<file path="config.mk">
export PLATFORM = sky130hd
export DESIGN_NAME = requant_shift
export DESIGN_NICKNAME = d
export VERILOG_FILES = /design/src/rtl/requant_shift.sv
export SDC_FILE = /design/constraint.sdc
export NUM_CORES = 2
export LEC_CHECK = 0
export CAP_MARGIN = 5
export CORE_AREA = 2 2 320 322
export DETAILED_ROUTE_END_ITERATION = 8
export DIE_AREA = 0 0 322 324
export GPL_TIMING_DRIVEN = 0
export SYNTH_ARGS = -nofsm -noshare
export SYNTH_HDL_FRONTEND = slang
export SYNTH_SLANG_ARGS = --single-unit
</file>
<file path="constraint.sdc">
create_clock -name CLK -period 4.3 [get_ports CLK]
set_input_delay 0.86 -clock CLK [delete_from_list [all_inputs] [get_ports CLK]]
set_output_delay 0.86 -clock CLK [all_outputs]
set_load 0.02 [all_outputs]
</file>
<file path="src/rtl/requant_shift.sv">
// Per-lane rounding right shift with saturation to OUT_W bits.
// Two-stage valid/ready pipeline with a sticky count of clamped lanes.
module requant_shift #(
    parameter int ACC_W   = 64,
    parameter int OUT_W   = 8,
    parameter int LANES   = 4,
    parameter int SHIFT_W = 6
) (
    input  logic                   CLK,
    input  logic                   RSTN,
    input  logic                   IN_VALID,
    output logic                   IN_READY,
    input  logic [LANES*ACC_W-1:0] IN_DATA,
    input  logic [SHIFT_W-1:0]     IN_SHIFT,
    input  logic [1:0]             CFG_MODE,
    input  logic                   CFG_SIGNED,
    output logic                   OUT_VALID,
    input  logic                   OUT_READY,
    output logic [LANES*OUT_W-1:0] OUT_DATA,
    output logic [LANES-1:0]       OUT_SAT,
    input  logic                   SAT_CLR,
    output logic [15:0]            SAT_CNT
);

    typedef enum logic [1:0] {
        MODE_TRUNC       = 2'b00,
        MODE_HALF_UP     = 2'b01,
        MODE_HALF_EVEN   = 2'b10,
        MODE_HALF_UP_ALT = 2'b11
    } round_mode_e;

    localparam logic [SHIFT_W-1:0] MAX_SHIFT = SHIFT_W'(ACC_W - 1);
    localparam logic [ACC_W:0] S_MAX = {{(ACC_W-OUT_W+2){1'b0}}, {(OUT_W-1){1'b1}}};
    localparam logic [ACC_W:0] S_MIN = ~S_MAX;
    localparam logic [ACC_W:0] U_MAX = {{(ACC_W-OUT_W+1){1'b0}}, {OUT_W{1'b1}}};

    logic                    s1_valid;
    logic                    s2_valid;
    logic                    s2_adv;
    logic                    in_fire;
    logic                    out_fire;

    logic [SHIFT_W-1:0]      s_eff;
    logic [ACC_W-1:0]        low_mask;
    logic [ACC_W-1:0]        lane_in;
    logic signed [ACC_W-1:0] lane_s;
    logic [ACC_W-1:0]        d1_shift [LANES];
    logic [LANES-1:0]        d1_round;
    logic [LANES-1:0]        d1_sticky;

    logic [ACC_W-1:0]        s1_shift [LANES];
    logic [LANES-1:0]        s1_round;
    logic [LANES-1:0]        s1_sticky;
    round_mode_e             s1_mode;
    logic                    s1_signed;

    logic [ACC_W:0]          ext;
    logic [ACC_W:0]          rounded;
    logic                    inc;
    logic [LANES*OUT_W-1:0]  d2_data;
    logic [LANES-1:0]        d2_sat;

    logic [16:0]             sat_pop;
    logic [16:0]             cnt_sum;

    assign s2_adv    = !s2_valid || OUT_READY;
    assign IN_READY  = !s1_valid || s2_adv;
    assign in_fire   = IN_VALID && IN_READY;
    assign OUT_VALID = s2_valid;
    assign out_fire  = s2_valid && OUT_READY;

    // low_mask holds s ones: its top bit is the round bit, the rest form the sticky field
    always_comb begin
        lane_in   = '0;
        lane_s    = '0;
        d1_round  = '0;
        d1_sticky = '0;
        s_eff     = (int'(IN_SHIFT) > ACC_W - 1) ? MAX_SHIFT : IN_SHIFT;
        low_mask  = ~({ACC_W{1'b1}} << s_eff);
        for (int unsigned l = 0; l < LANES; l++) begin
            lane_in = IN_DATA[l*ACC_W +: ACC_W];
            lane_s  = lane_in;
            if (CFG_SIGNED)
                d1_shift[l] = lane_s >>> s_eff;
            else
                d1_shift[l] = lane_in >> s_eff;
            d1_round[l]  = |(lane_in & (low_mask ^ (low_mask >> 1)));
            d1_sticky[l] = |(lane_in & (low_mask >> 1));
        end
    end

    always_ff @(posedge CLK or negedge RSTN) begin
        if (!RSTN) begin
            s1_valid  <= 1'b0;
            s1_round  <= '0;
            s1_sticky <= '0;
            s1_mode   <= MODE_TRUNC;
            s1_signed <= 1'b0;
            for (int unsigned l = 0; l < LANES; l++)
                s1_shift[l] <= '0;
        end else if (IN_READY) begin
            s1_valid <= in_fire;
            if (in_fire) begin
                s1_round  <= d1_round;
                s1_sticky <= d1_sticky;
                s1_mode   <= round_mode_e'(CFG_MODE);
                s1_signed <= CFG_SIGNED;
                for (int unsigned l = 0; l < LANES; l++)
                    s1_shift[l] <= d1_shift[l];
            end
        end
    end

    // Increment is added in ACC_W+1 bits so a carry out of the top never wraps
    always_comb begin
        ext     = '0;
        rounded = '0;
        inc     = 1'b0;
        d2_data = '0;
        d2_sat  = '0;
        for (int unsigned l = 0; l < LANES; l++) begin
            ext = s1_signed ? {s1_shift[l][ACC_W-1], s1_shift[l]} : {1'b0, s1_shift[l]};
            case (s1_mode)
                MODE_TRUNC:     inc = 1'b0;
                MODE_HALF_EVEN: inc = s1_round[l] & (s1_sticky[l] | s1_shift[l][0]);
                default:        inc = s1_round[l];
            endcase
            rounded = ext + {{ACC_W{1'b0}}, inc};
            d2_data[l*OUT_W +: OUT_W] = rounded[OUT_W-1:0];
            if (s1_signed) begin
                if ($signed(rounded) > $signed(S_MAX)) begin
                    d2_data[l*OUT_W +: OUT_W] = S_MAX[OUT_W-1:0];
                    d2_sat[l] = 1'b1;
                end else if ($signed(rounded) < $signed(S_MIN)) begin
                    d2_data[l*OUT_W +: OUT_W] = S_MIN[OUT_W-1:0];
                    d2_sat[l] = 1'b1;
                end
            end else if (rounded > U_MAX) begin
                d2_data[l*OUT_W +: OUT_W] = U_MAX[OUT_W-1:0];
                d2_sat[l] = 1'b1;
            end
        end
    end

    always_ff @(posedge CLK or negedge RSTN) begin
        if (!RSTN) begin
            s2_valid <= 1'b0;
            OUT_DATA <= '0;
            OUT_SAT  <= '0;
        end else if (s2_adv) begin
            s2_valid <= s1_valid;
            if (s1_valid) begin
                OUT_DATA <= d2_data;
                OUT_SAT  <= d2_sat;
            end
        end
    end

    always_comb begin
        sat_pop = '0;
        for (int unsigned l = 0; l < LANES; l++)
            sat_pop = sat_pop + {16'b0, OUT_SAT[l]};
        cnt_sum = (SAT_CLR ? 17'd0 : {1'b0, SAT_CNT}) + sat_pop;
    end

    always_ff @(posedge CLK or negedge RSTN) begin
        if (!RSTN)
            SAT_CNT <= '0;
        else if (out_fire)
            SAT_CNT <= cnt_sum[16] ? '1 : cnt_sum[15:0];
        else if (SAT_CLR)
            SAT_CNT <= '0;
    end

endmodule

</file>
==> results.json, run 1 <==
{
  "grt-ovfl-total": 43,
  "gp_congestion": 1.24,
  "lastStage": "5_1_grt",
  "grt_pass1_vias": 61770,
  "track_usage_pct": 74.8,
  "yosys-top-cells-count": "nand2_1, nor2_1, o21ai_0, clkbuf_1, a21oi_1",
  "synth.most_common_cell": "nand2_1",
  "core.rowCount": 117,
  "ys_top_cells_by_area": "dfrtp_1, mux4_2, nand2_1",
  "syn_area_sq_um": 42100,
  "port-buffer-count": 318,
  "synth_top_area_share_pct": 19.1,
  "synth_edf_count": 0,
  "grt_max_degree": 120,
  "cts.path.max_buffers": 3,
  "htree_levels": 2,
  "post_dp_cell_area_sq_um": 47700,
  "grt_pass1_wl_mm": 547,
  "pin_count": 324,
  "yosysTopAreaCell": "dfrtp_1",
  "synth_fp_nets": 6045,
  "synthFlopType": "dfrtp_1",
  "dp_hpwl_mm": 283,
  "status": "stopped before the end",
  "clock-sinks": 321,
  "yosysSeqAreaShare_pct": 19.1,
  "error": "[ERROR GRT-0116] Global routing finished with congestion. Check the congestion regions in the DRC Viewer.",
  "placed_cells": 7446,
  "clockRootBuffer": "clkbuf_16",
  "die_width_um": 322,
  "synthArstFlopShare_pct": 100,
  "cts_buffers": 39,
  "syn_inst": 5763,
  "ys_warn_count": 0,
  "synth_cell_types": 97,
  "synth.ff_latch_count": 321,
  "avgSynthCellArea_sq_um": 7.30,
  "die_y_um": 324,
  "start_util_pct": 41.6
}
-- metal layers --
layer / GRT usage (%) / GRT overflow
met5: 26.1 / 0
met4: 69.0 / 21
met3: 59.9 / 1
met2: 89.4 / 20
met1: 78.4 / 1
-- stage by stage --
step	setup slack (ns)	util (%)	TNS (ns)
after detailed placement	-2.52	47.2	-452.66
after CTS	-0.0582	49.5	-0.111
after global placement	-11.86	46.4	-4302.89
after floorplan	0.203	-	0
-- timing repair --
action | CTS
gates resized for setup | 391
hold buffers | 0
buffers inserted | 16
pin swaps | 15
endpoints found under the setup margin | 302
-- cell families after synthesis --
logic type	after synthesis	synth area share, %
XOR/XNOR	154	3.21
buffers and inverters	567	5.19
AO/OA/AOI/OAI	1673	26.1
AND/OR/NAND/NOR	2570	28.8
adder cells (fa/ha/maj)	12	0.411
multiplexers	466	17.2
flip-flops	321	19.1
==> run 2, diff against run 1 <==
--- a/config.mk
+++ b/config.mk
@@ -6,10 +6,11 @@
 export NUM_CORES = 2
 export LEC_CHECK = 0
 export CAP_MARGIN = 5
-export CORE_AREA = 2 2 320 322
+export CORE_AREA = 2 2 398 400
 export DETAILED_ROUTE_END_ITERATION = 8
-export DIE_AREA = 0 0 322 324
+export DIE_AREA = 0 0 400 402
 export GPL_TIMING_DRIVEN = 0
+export PLACE_DENSITY_LB_ADDON = 0.15
 export SYNTH_ARGS = -nofsm -noshare
 export SYNTH_HDL_FRONTEND = slang
 export SYNTH_SLANG_ARGS = --single-unit
==> constraint.sdc (replaced) <==
create_clock -name CLK -period 5.6 [get_ports CLK]
set_input_delay 1.12 -clock CLK [delete_from_list [all_inputs] [get_ports CLK]]
set_output_delay 1.12 -clock CLK [all_outputs]
set_load 0.02 [all_outputs]
==> results.json, run 2 <==
{
  "largest_reg_flops": 256,
  "top_regs": "s1_shift x256, OUT_DATA x32, SAT_CNT x16",
  "port-buffer-count": 318,
  "syn_inst": 5763,
  "antenna_found_initial": 58,
  "violations": "capacitance limit, slew limit, setup timing",
  "setup_ws_ns": -0.470,
  "setup_viol": 93,
  "clock-sinks": 321,
  "holdBufCountCts": 0,
  "final_common_cell": "nand2_1",
  "synthFlopType": "dfrtp_1",
  "drt_wl_total_mm": 431,
  "grt_pass1_vias": 55218,
  "tightest_slew_ns": 1.66,
  "critPathKind": "input pin to register",
  "fin_crit_ns": 6.07,
  "avgSynthCellArea_sq_um": 7.30,
  "fin_crit_sh_pct": 108,
  "drc": 0,
  "regArea_sq_um": 8030,
  "die_y_um": 402,
  "area.growth.synth_to_final_pct": 22.0,
  "relSlewSlack_pct": -10.4,
  "ir_drop_mv": 0.169,
  "synth.most_common_cell": "nand2_1",
  "synth_edf_count": 0,
  "endpoint_kind": "register",
  "worstPathArrival_ns": 6.57,
  "drive_gt1_share_pct": 10.6,
  "track_usage_pct": 52.5,
  "synth_cell_types": 97,
  "cp.required_ns": 6.10,
  "num-nets-final": 6494,
  "dr.first_iter.drc_count": 9822,
  "ant_nets": 0,
  "total_leakage_power_nw": 18.4,
  "yosys-top-cells-count": "nand2_1, nor2_1, o21ai_0, clkbuf_1, a21oi_1",
  "synthArstFlopShare_pct": 100,
  "cts_buffers": 40,
  "drv_slew": 69,
  "status": "finished, violations left",
  "grt_max_degree": 110,
  "post_dp_cell_area_sq_um": 49200,
  "syn_area_sq_um": 42100,
  "r2r-start": "s1_mode[1]$_DFFE_PN0P_",
  "fin_skew_ns": 0.0432,
  "start_util_pct": 26.8,
  "multi_input_area_sq_um": 32200,
  "worst-path-max-fanout": 8,
  "cts.path.max_buffers": 3,
  "die_width_um": 400,
  "core.rowCount": 146,
  "cp-start-kind": "input pin",
  "tritoncts": "done",
  "largest_register": "s1_shift",
  "ys_top_cells_by_area": "dfrtp_1, mux4_2, nand2_1",
  "vias": 59933,
  "grt-ovfl-total": 0,
  "dieArea_sq_um": 161000,
  "yosysSeqAreaShare_pct": 19.1,
  "fmax_mhz": 165,
  "synth_top_area_share_pct": 19.1,
  "hp-class": "input pin to async pin",
  "startpoint": "IN_SHIFT[2]",
  "place_ws_ns": -2.15,
  "postLayoutCoreUtil_pct": 32.7,
  "yosysTopAreaCell": "dfrtp_1",
  "clockRootBuffer": "clkbuf_16",
  "finalPower_mw": 12.6,
  "nFillCells": 17310,
  "hold_viol": 0,
  "post_drt_via_cell_ratio": 7.17,
  "reg2reg_depth": 14,
  "postLayoutCellArea_sq_um": 51300,
  "clkLatencyLatePin_ns": 0.67,
  "dp_hpwl_mm": 350,
  "synth_fp_nets": 6045,
  "gp_congestion": 1.10,
  "power_density_nw_per_um2": 245,
  "cap_violations": 11,
  "fp.coreArea_sq_um": 157000,
  "synth.ff_latch_count": 321,
  "cts.reportedPaths.clkPinSlew_ns": 0.06,
  "dr.pass1.iters": 7,
  "avgRoutedWirePerCell_um": 51.6,
  "htree_levels": 2,
  "pin_count": 324,
  "tns_ns": -12.50,
  "mostFrequentLayoutCells": "nand2_1, nor2_1, o21ai_0, a21oi_1, dfrtp_1",
  "grt_pass1_wl_mm": 559,
  "ys_warn_count": 0
}
[run 2: cell counts after synthesis]
No cell type changed its count.
[run 2: worst max-delay path: stages]
cell             delay [ns]
clkdlybuf4s50_1        0.56
or2_2                  0.36
clkbuf_1               0.38
nor2_1                 1.22
nor2_1                 0.34
a32o_1                 0.34
a222oi_1               0.83
nand4_1                0.19
nor4_1                 0.47
nand4_1                0.25
nor2_4                 0.39
nor2_1                 0.09
[run 2: per-stage QoR]
step	hold WS [ns]	std cells
final	0.296	8363
after global routing	0.301	8319
after CTS	0.290	8302
after detailed placement	0.488	8234
after global placement	0.478	8153
after floorplan	0.467	5763
[run 2: layout make-up]
class                      instances  area share [%]
antenna                           51           0.249
buffer                           500            4.43
clock buffer                      47            2.04
clock inverter                    23           0.673
inverter                          65           0.476
multi-input combinational       4875            62.7
sequential                       321            15.7
tap                             2072            5.05
timing repair buffer             409            8.72
[run 2: logic make-up (layout without fill, tap and decap cells)]
family                   after synthesis  after routing  synth area share [%]
AND/OR/NAND/NOR                     2570           2570                  28.8
AO/OA/AOI/OAI                       1673           1673                  26.1
buffers and inverters                567           1044                  5.19
flip-flops                           321            321                  19.1
other                                  0             51                     0
multiplexers                         466            466                  17.2
XOR/XNOR                             154            154                  3.21
adder cells (fa/ha/maj)               12             12                 0.411
[run 2: what timing repair did]
item,CTS,global route
pin swaps,0,1
resized for setup,121,70
endpoints found under the hold margin,0,0
buffers inserted,0,2
endpoints found under the setup margin,205,99
[run 2: report_power, final]
part / internal (mW) / switching, mW
clock network: 1.68 / 1.27
logic: 1.80 / 4.56
registers: 2.69 / 0.588
[run 2: final timing paths]
| check | to | slack, ns |
|---|---|---|
| min in group CLK | OUT_DATA[31]$_DFFE_PN0P_ | 0.50 |
| setup reg to reg | OUT_DATA[27]$_DFFE_PN0P_ | 0.20 |
| setup / recovery | s1_round[1]$_DFFE_PN0P_ | -0.47 |
| hold reg to reg | OUT_DATA[31]$_DFFE_PN0P_ | 0.50 |
| max in group asynchronous | s1_sticky[1]$_DFFE_PN0P_ | 3.85 |
| hold / removal | s1_shift[127]$_DFFE_PN0P_ | 0.30 |
[run 2: layer usage]
layer | wire [um] | vias to the layer above | GRT usage (%)
met5 | 355 | - | 1.18
met4 | 51100 | 18 | 47.5
met3 | 51800 | 1959 | 21.8
li1 | - | 22796 | -
met2 | 172000 | 5710 | 72.5
met1 | 157000 | 29450 | 61.1
No activity file was read; power rests on OpenSTA's default activity.
